<file path="src/rtl/ternary_serial_alu_ctrl.sv">
// Serial ternary ALU controller: one shared trit unit walks the operand
// words LSB trit first and returns the whole result word with a sticky error.
module ternary_serial_alu_ctrl #(
  parameter int TRITS = 6
) (
  input  logic               clk,
  input  logic               rst,
  input  logic               in_valid,
  output logic               in_ready,
  input  logic [1:0]         op,
  input  logic [2*TRITS-1:0] a,
  input  logic [2*TRITS-1:0] b,
  output logic               out_valid,
  input  logic               out_ready,
  output logic [2*TRITS-1:0] result,
  output logic               err,
  output logic               busy
);

  localparam int W  = 2 * TRITS;
  localparam int IW = $clog2(TRITS);

  localparam logic [1:0] S_IDLE = 2'd0;
  localparam logic [1:0] S_RUN  = 2'd1;
  localparam logic [1:0] S_DONE = 2'd2;

  logic [1:0]    state;
  logic [IW-1:0] idx;
  logic [1:0]    op_q;
  logic [W-1:0]  a_q;
  logic [W-1:0]  b_q;
  logic [W-1:0]  result_q;
  logic          err_q;
  logic          out_valid_q;

  logic [1:0] ta;
  logic [1:0] tb;
  logic [1:0] rt;
  logic [2:0] sum;
  logic       bad;
  logic       last;

  always_comb begin
    ta = 2'b00;
    tb = 2'b00;
    for (int i = 0; i < TRITS; i++) begin
      if (idx == IW'(i)) begin
        ta = a_q[2*i +: 2];
        tb = b_q[2*i +: 2];
      end
    end
  end

  assign bad  = (ta == 2'b11) || (tb == 2'b11);
  assign sum  = {1'b0, ta} + {1'b0, tb};
  assign last = (idx == IW'(TRITS - 1));

  // Encodings equal trit values, so plain compares order trits.
  always_comb begin
    rt = 2'b00;
    unique case (1'b1)
      op_q == 2'b00: rt = (ta < tb) ? ta : tb;
      op_q == 2'b01: rt = (ta > tb) ? ta : tb;
      op_q == 2'b10: rt = (ta == tb) ? ta : 2'b01;
      op_q == 2'b11: begin
        if (sum == 3'd0)
          rt = 2'b00;
        else if (sum >= 3'd3)
          rt = 2'b10;
        else
          rt = 2'(sum - 3'd1);
      end
    endcase
    if (bad)
      rt = 2'b00;
  end

  // DONE spends one settle cycle before raising out_valid.
  always_ff @(posedge clk or posedge rst) begin
    if (rst) begin
      state       <= S_IDLE;
      idx         <= '0;
      op_q        <= '0;
      a_q         <= '0;
      b_q         <= '0;
      result_q    <= '0;
      err_q       <= 1'b0;
      out_valid_q <= 1'b0;
    end else begin
      case (state)
        S_IDLE: begin
          if (in_valid) begin
            op_q     <= op;
            a_q      <= a;
            b_q      <= b;
            idx      <= '0;
            err_q    <= 1'b0;
            result_q <= '0;
            state    <= S_RUN;
          end
        end
        S_RUN: begin
          for (int i = 0; i < TRITS; i++) begin
            if (idx == IW'(i))
              result_q[2*i +: 2] <= rt;
          end
          err_q <= err_q | bad;
          if (last)
            state <= S_DONE;
          else
            idx <= idx + IW'(1);
        end
        S_DONE: begin
          if (!out_valid_q) begin
            out_valid_q <= 1'b1;
          end else if (out_ready) begin
            out_valid_q <= 1'b0;
            state       <= S_IDLE;
          end
        end
        default: state <= S_IDLE;
      endcase
    end
  end

  assign in_ready  = (state == S_IDLE);
  assign busy      = (state == S_RUN);
  assign out_valid = out_valid_q;
  assign result    = result_q;
  assign err       = err_q;

endmodule

</file>
<file path="config.mk">
export PLATFORM = sky130hd
export DESIGN_NAME = ternary_serial_alu_ctrl
export DESIGN_NICKNAME = d
export VERILOG_FILES = /design/src/rtl/ternary_serial_alu_ctrl.sv
export SDC_FILE = /design/constraint.sdc
export NUM_CORES = 1
export LEC_CHECK = 0
export ABC_AREA = 0
export ABC_CLOCK_PERIOD_IN_PS = 4400
export CAP_MARGIN = 20
export CORE_UTILIZATION = 51
export CTS_CLUSTER_SIZE = 20
export DETAILED_ROUTE_END_ITERATION = 16
export PLACE_DENSITY = 0.78
export SLEW_MARGIN = 25
export SYNTH_ARGS = -nofsm -noshare
export SYNTH_HDL_FRONTEND = slang
export SYNTH_SLANG_ARGS = --single-unit
</file>
<file path="constraint.sdc">
create_clock -name clk -period 4.4 [get_ports clk]
set_clock_uncertainty 0.15 [all_clocks]
set_input_delay 0.88 -clock clk [delete_from_list [all_inputs] [get_ports clk]]
set_output_delay 0.88 -clock clk [all_outputs]
set_load 0.05 [all_outputs]
</file>
Word level (Yosys, flattened, before mapping)
Cells that the tools add are included.
{"block": "word_totals", "regBits": 45, "out_inout_bits": 16, "inputBits": 30, "elab_cells": 98}
{"block": "op_classes", "reduce_logical": 16, "add_sub_neg": 3, "n_mux": 39, "n_bitwise": 1, "magnitude_cmp": 3, "eq_ne": 23}
{"op": "$mux W2", "n": 28}
{"op": "$pmux W12 S2", "n": 1}
{"op": "$reduce_and A3 Y1", "n": 7}
{"op": "$mux W12", "n": 1}
{"op": "$ne A2 B1 Y1 const B", "n": 6}
{"op": "$eq A2 B2 Y1 const B", "n": 5}
{"op": "$ne A2 B2 Y1 const B", "n": 4}
{"op": "$pmux W2 S4", "n": 1}
{"op": "$eq A3 B2 Y1 const B", "n": 2}
{"op": "$eq A3 B3 Y1 const B", "n": 2}
{"op": "$logic_not A3 Y1", "n": 2}
{"op": "$mux W3", "n": 2}
{"op": "$pmux W2 S3", "n": 1}
{"op": "$pmux W3 S2", "n": 1}
{"op": "$eq A2 B1 Y1 const B", "n": 2}
{"op": "$logic_not A2 Y1", "n": 2}
{"op": "$reduce_and A2 Y1", "n": 2}
{"op": "$reduce_and A4 Y1", "n": 1}
{"op": "$add A2 B2 Y3", "n": 1}
{"op": "$add A3 B1 Y3 const B", "n": 1}
{"op": "$eq A3 B1 Y1 const B", "n": 1}
{"op": "$ge A3 B2 Y1 const B", "n": 1}
{"op": "$mux W1", "n": 3}
{"op": "$eq A2 B2 Y1", "n": 1}
{"op": "7 further kinds", "n": 7}

Longest topological paths before layout
Gate-level depths: netlist of the first run.
{"block": "logic_depth", "depth_word": 15, "ltp_mapped": 16, "ltp_nobuf": 14}

Worst setup path before layout of the first run
Ideal clock, no wire load.
{"block": "synth_path", "path_type": "flip-flop to flip-flop", "from": "register idx[0]", "to": "register result_q[0] (netlist: result[0])", "stages_incl_launch_ff": 15, "path_buffers": 1, "period_less_slack_ns": 3.471, "arrival_ns": 3.225, "setup_time_ns": 0.096, "required_ns": 4.154, "setup_slack_ns": 0.929, "cell_sequence": "dfrtp_1 > ha_1 > ha_1 > buf_2 > nand3b_1 > o311ai_0 > nor2_2 > inv_1 > ha_1 > fa_1 > inv_1 > ha_1 > o311ai_0 > nand2_1 > o31ai_1"}
{"block": "synth_between", "elab_chain_len": 15, "word_cells_on_any_way": 39, "classes_between": "add/sub (2); order compare (3); eq/ne (9); mux (21); reduce/logical (4)"}
{"element": "start: declaration", "line_no": "28", "source": "logic [IW-1:0] idx;"}
{"element": "start signal: assignment", "line_no": "111", "source": "idx <= idx + IW'(1);"}
{"element": "$logic_not A3 Y1", "line_no": "47, 104"}
{"element": "$mux W2 (6 in series)", "line_no": "47", "source": "if (idx == IW'(i)) begin"}
{"element": "$add A2 B2 Y3", "line_no": "55", "source": "assign sum = {1'b0, ta} + {1'b0, tb};"}
{"element": "$ge A3 B2 Y1 / $sub A2 B1 Y2 (equally long branches)", "line_no": "68, 71"}
{"element": "$mux W2", "line_no": "68", "source": "else if (sum >= 3'd3)"}
{"element": "$mux W2", "line_no": "66", "source": "if (sum == 3'd0)"}
{"element": "$pmux W2 S4", "line_no": "61", "source": "unique case (1'b1)"}
{"element": "$mux W2", "line_no": "74", "source": "if (bad)"}
{"element": "$mux W2", "line_no": "104", "source": "if (idx == IW'(i))"}
{"element": "$pmux W12 S2", "line_no": "90", "source": "case (state)"}
{"element": "end signal: indexed assignment", "line_no": "105", "source": "result_q[2*i +: 2] <= rt;"}
{"element": "end: declaration", "line_no": "32", "source": "logic [W-1:0] result_q;"}
Parallel ways exist; a longest one is shown, timed or not. The select of a mux whose other input is x is not followed.
A chain may end at the register's enable or synchronous reset.

Worst setup path after layout of the first run
{"block": "layout_path", "from": "register idx[0]", "to": "register result_q[2] (netlist: result[2])"}
{"block": "layout_between", "elab_chain_len": 15, "word_cells_on_any_way": 39, "classes_between": "add/sub (2); order compare (3); eq/ne (9); mux (21); reduce/logical (4)"}
{"element": "$logic_not A3 Y1", "line_no": "47"}
{"element": "$mux W2 (6 in series)", "line_no": "47"}
{"element": "$add A2 B2 Y3", "line_no": "55"}
{"element": "$ge A3 B2 Y1 / $sub A2 B1 Y2 (equally long branches)", "line_no": "68, 71"}
{"element": "$mux W2", "line_no": "68"}
{"element": "$mux W2", "line_no": "66"}
{"element": "$pmux W2 S4", "line_no": "61"}
{"element": "$mux W2", "line_no": "74"}
{"element": "$mux W2", "line_no": "104"}
{"element": "$pmux W12 S2", "line_no": "90"}
Parallel ways exist; a longest one is shown, timed or not. The select of a mux whose other input is x is not followed.

==> results.cfg, run 1 <==
[timing]
worst_pin_slew_ns = 0.574
final_period_utilization_pct = 90.6
period_needed_ns = 3.99
final_hold_violation_count = 0
finalSetupViolations = 0
slew_headroom_pct = 61.7
final-max-slew-violation-count = 0
finalWorstSetupSlack_ns = 0.413
fin_worst_hold_slack_ns = 0.351
fmax_ghz = 0.251
fin_tns_setup_ns = 0
grt_setup_unrepaired = no

[floorplanning]
floorplan.io_pins = 46
floorplan.initialDensity_pct = 54.6
die_area_um2 = 5070
dieHeight_um = 71.2
fp.coreArea_um2 = 4470
fp-row-count = 24
die_x_um = 71.2

[logic_synthesis]
postSynth.asyncResetShare_pct = 100
synth_nets = 268
top_cell_type_by_total_area_after_synthesis = dfrtp_1
synth_edf_count = 0
synth_cell_area_um2 = 2440
syn_inst = 225
yosysWarnings = 0
synth.area.top_cells = dfrtp_1 (46%), mux2_2 (12%), ha_1 (6.1%)
postSynthAreaPerCell_um2 = 10.9
yosys.cell_types.count = 47
netlist.area_leader.share_pct = 46.1
synth_seq_cells = 45
yosys_most_used_dff = dfrtp_1
ys_seq_area_share_pct = 46.1

[min_path]
hold_depth = 2
startpoint_of_the_worst_hold_path = result[5]
worst_hold_path_class = flop to flop
worstHoldEndpoint = result[5]

[setup_path]
crit-reg2reg-launch = idx[0]
cp_data_required_time_ns = 4.45
critical_path.reg2reg.endpoint = result[2]
category_of_the_worst_setup_path_capture_point = flop
ff2ff_path_depth = 13
setup.worst_path.start_class = flop
criticalPathCategory = flop to flop
timing.reg2reg.setup_slack_ns = 0.41
crit_start = idx[0]
critPathArrivalTime_ns = 4.03
cp_max_fo = 13

[global_routing]
number_of_global_route_vias_before_repair = 1828
track_usage_pct = 21.7
gr-usage-met1_pct = 31.6
busiest_layer = met2
grt_remaining_overflow = 0
antenna_found_initial = 0
wire_length_of_the_first_global_routing_pass_mm = 8.50
grt_util_met2_pct = 32.5
grt_max_degree = 46
met3_usage_pct = 4.27

[clock_tree]
cts_repair_resize_count = 0
h-tree-depth = 2
tritoncts_clock_tree = built
clock_sink_count = 45
total_clock_buffers_created_by_cts = 5
ctsRootBufferMaster = clkbuf_8
cts.reportedPaths.clkPinSlew_ns = 0.07
clock_tree.buffer_depth = 2
holdBufCountCts = 0
cts_post_setup_buffers_inserted = 0
clock_latency_ns = 0.30

[finish]
post_route_cells_drive_above_1_share_pct = 15.6
commonest_cells_after_routing_fill_and_taps_aside = dfrtp_1 (45), clkdlybuf4s50_1 (45), mux2_2 (26), nand3_1 (23), nand2_1 (17)
area_growth_syn_to_layout_pct = 22.4
n_antenna_cell = 0
finish.net_count = 311
num-fill-cells = 375

[routing]
post_drt_via_cell_ratio = 5.77
dr_vias = 1851
wirelength_routed_mm = 4.98
dr.first_iter.drc_count = 125
firstDrtPassIters = 10
routedWlPerCell_um = 15.5
post-route-drc-count = 1
ant_nets = 0

[placed_design]
place_congestion = 0.894
detailed_place_hpwl_mm = 3.53
minimum_setup_slack_after_placement_ns = 0.342
placement.io_buffers = 45

[run]
timing.max_cap.violations = 0

[outcome]
violated_checks = design-rule violations
outcome = finished with violations
[metrics by stage]
step	cells	util, %	area, µm²
finish	321	66.8	2990
global route	321	66.8	2990
CTS	321	66.8	2990
detailed placement	313	65.0	2910
global placement	313	65.0	2910
floorplan	225	-	2440
[synthesized netlist by cell type (2+ instances only)]
cell type / number
buf_4: 2
buf_6: 2
dfrtp_1: 45
buf_2: 3
nand2b_1: 3
inv_1: 13
o31ai_1: 10
nand3_1: 23
buf_1: 2
mux2_2: 26
a21oi_1: 3
o311ai_0: 2
o22ai_1: 2
nand3b_1: 7
o21ai_0: 5
a2111oi_2: 2
clkbuf_1: 2
nor2b_1: 6
nand4b_1: 4
o21ai_1: 2
ha_1: 12
o211ai_1: 3
nand2_1: 17
nor2_1: 6
[cells by family after synthesis]
group,count (synthesis),share of synthesized area (%)
adders and majority gates,13,6.97
muxes,26,12.0
AOI/OAI and AO/OA,44,14.1
and+or+nand+nor,71,15.7
buffers and inverters,26,5.12
DFF,45,46.1
[sequential cells by signal, indices dropped and copies added (netlist names)]
| name | count |
|---|---|
| err | 1 |
| state | 2 |
| idx | 3 |
| out_valid | 1 |
| b_q | 12 |
| result | 12 |
| op_q | 2 |
| a_q | 12 |
[worst max-delay path, cell delays in order, from the launching register on]
cell,delay (ns)
dfrtp_1,0.43
ha_1,0.22
ha_1,0.36
a22oi_1,0.25
o311ai_1,0.17
nor2_2,0.22
inv_1,0.07
ha_1,0.21
fa_1,0.54
inv_1,0.06
ha_1,0.18
o311ai_0,0.48
nand2_1,0.23
o31ai_1,0.31
[area by class of cell]
cell class                      count  area [µm²]  area share, %
Clock buffer                        8        80.1           2.68
Sequential cell                    45        1130           37.7
Inverter                           14        52.6           1.76
Tap cell                           52        65.1           2.18
Multi-Input combinational cell    154        1190           39.9
Timing Repair Buffer               48         473           15.8
[per-layer routing]
metal  wire length [µm]  share of wire, %
met1               2350                47
met2               2380                48
met3                168               3.4
met4                 79               1.6
met5                  0                 0
[worst max path at each step]
stage / to / slack, ns / depth (start not counted)
finish: result[2] / 0.41 / 13
global placement: result[1] / 0.47 / 14
CTS: result[2] / 0.32 / 13
detailed placement: result[2] / 0.34 / 13
floorplan: result[0] / 0.93 / 14
global route: result[2] / 0.09 / 13
Power of run 1 is not shown: default switching activity piles up to over one toggle a cycle in this logic, so the estimate is an artifact.
==> run 2: changes to the inputs <==
--- a/config.mk
+++ b/config.mk
@@ -8,10 +8,12 @@
 export ABC_AREA = 0
 export ABC_CLOCK_PERIOD_IN_PS = 4400
 export CAP_MARGIN = 20
-export CORE_UTILIZATION = 51
+export CELL_PAD_IN_SITES_DETAIL_PLACEMENT = 0
+export CELL_PAD_IN_SITES_GLOBAL_PLACEMENT = 1
+export CORE_UTILIZATION = 41
 export CTS_CLUSTER_SIZE = 20
 export DETAILED_ROUTE_END_ITERATION = 16
-export PLACE_DENSITY = 0.78
+export PLACE_DENSITY = 0.77
 export SLEW_MARGIN = 25
 export SYNTH_ARGS = -nofsm -noshare
 export SYNTH_HDL_FRONTEND = slang
==> results.cfg, run 2 (synthesis results as in run 1) <==
[clock_tree]
ctsRootBufferMaster = clkbuf_8
clock_latency_ns = 0.29
holdBufCountCts = 0
cts_post_setup_buffers_inserted = 0
clock_sink_count = 45
h-tree-depth = 2
total_clock_buffers_created_by_cts = 5
tritoncts_clock_tree = built
clock_tree.buffer_depth = 2
cts.reportedPaths.clkPinSlew_ns = 0.08
cts_repair_resize_count = 0

[timing]
final-max-slew-violation-count = 0
final_hold_violation_count = 0
fmax_ghz = 0.253
fin_tns_setup_ns = 0
fin_worst_hold_slack_ns = 0.355
finalSetupViolations = 0
period_needed_ns = 3.96
grt_setup_unrepaired = no
worst_pin_slew_ns = 0.599
final_period_utilization_pct = 89.9
slew_headroom_pct = 60.1
finalWorstSetupSlack_ns = 0.444

[finish]
layout.core_utilization_pct = 53.9
n_antenna_cell = 0
commonest_cells_after_routing_fill_and_taps_aside = dfrtp_1 (45), clkdlybuf4s50_1 (45), mux2_2 (26), nand3_1 (23), nand2_1 (17)
area_growth_syn_to_layout_pct = 23.8
num-fill-cells = 546
finish.net_count = 312
post_route_cells_drive_above_1_share_pct = 16.3

[routing]
post-route-drc-count = 0
firstDrtPassIters = 4
wirelength_routed_mm = 5.06
routedWlPerCell_um = 14.8
dr_vias = 1847
post_drt_via_cell_ratio = 5.40
dr.first_iter.drc_count = 116
ant_nets = 0

[global_routing]
antenna_found_initial = 0
grt_max_degree = 46
number_of_global_route_vias_before_repair = 1848
track_usage_pct = 17.9
wire_length_of_the_first_global_routing_pass_mm = 8.76
grt_remaining_overflow = 0

[placed_design]
placement.io_buffers = 45
detailed_place_hpwl_mm = 3.69
place_congestion = 0.931
minimum_setup_slack_after_placement_ns = 0.284

[setup_path]
category_of_the_worst_setup_path_capture_point = flop
cp_data_required_time_ns = 4.44
setup.worst_path.start_class = flop
ff2ff_path_depth = 14
critPathArrivalTime_ns = 3.99
timing.reg2reg.setup_slack_ns = 0.44
critical_path.reg2reg.endpoint = result[1]
cp_max_fo = 18
crit-reg2reg-launch = idx[1]
crit_start = idx[1]
criticalPathCategory = flop to flop

[min_path]
worstHoldEndpoint = result[3]
hold_depth = 2
worst_hold_path_class = flop to flop
startpoint_of_the_worst_hold_path = result[3]

[floorplanning]
fp-row-count = 27
die_area_um2 = 6270
dieHeight_um = 79.2
floorplan.initialDensity_pct = 43.6
fp.coreArea_um2 = 5610
floorplan.io_pins = 46
die_x_um = 79.2

[run]
timing.max_cap.violations = 0

[outcome]
outcome = completed
-- run 2: worst max path at each step --
stage,depth (start not counted),endpoint,slack (ns)
2_1_floorplan,14,result[0],0.93
3_3_place_gp,13,result[2],0.37
3_5_place_dp,13,result[6],0.28
4_1_cts,13,result[2],0.25
5_1_grt,14,result[1],0.18
6_report,14,result[1],0.44
-- run 2: worst max-delay path: stages (launching register included) --
cell and delay, ns:
dfrtp_1 0.42, inv_1 0.12, ha_1 0.50, a21oi_1 0.15, a2111oi_2 0.59, nor2_2 0.10, inv_1 0.08, ha_1 0.15
fa_1 0.46, inv_1 0.08, ha_1 0.22, a31oi_1 0.17, nor3b_1 0.07, o221a_2 0.31, o31ai_1 0.28
-- run 2: area by class of cell --
| type | count | area, µm² | share of cell area [%] |
|---|---|---|---|
| inverters | 14 | 52.6 | 1.74 |
| well taps | 72 | 90.1 | 2.98 |
| repair buffers | 49 | 480 | 15.9 |
| flip-flops and latches | 45 | 1130 | 37.3 |
| multi-input cells | 154 | 1190 | 39.4 |
| clock inverters | 2 | 10.0 | 0.331 |
| clock buffers | 6 | 72.6 | 2.40 |
-- run 2: per-stage QoR --
step | instance area [µm²] | cells
4_1_cts | 3020 | 342
5_1_grt | 3020 | 342
2_1_floorplan | 2440 | 225
3_5_place_dp | 2940 | 334
3_3_place_gp | 2940 | 334
6_report | 3020 | 342
-- run 2: per-layer routing --
metal	track usage [%]	share of wire (%)
met1	26.1	50
met3	2.41	2.8
met2	26.8	46
met5	0	0
met4	6.55	1.6
Power of run 2 is left out for the same reason.
==> run 3: changes to the inputs <==
--- a/config.mk
+++ b/config.mk
@@ -13,8 +13,8 @@
 export CORE_UTILIZATION = 41
 export CTS_CLUSTER_SIZE = 20
 export DETAILED_ROUTE_END_ITERATION = 16
+export HOLD_SLACK_MARGIN = 0.02
 export PLACE_DENSITY = 0.77
-export SLEW_MARGIN = 25
 export SYNTH_ARGS = -nofsm -noshare
 export SYNTH_HDL_FRONTEND = slang
 export SYNTH_SLANG_ARGS = --single-unit
==> results of run 3 <==
Final layout, timing and power as in run 2 (identical DEF).
Power of run 3 is left out for the same reason.
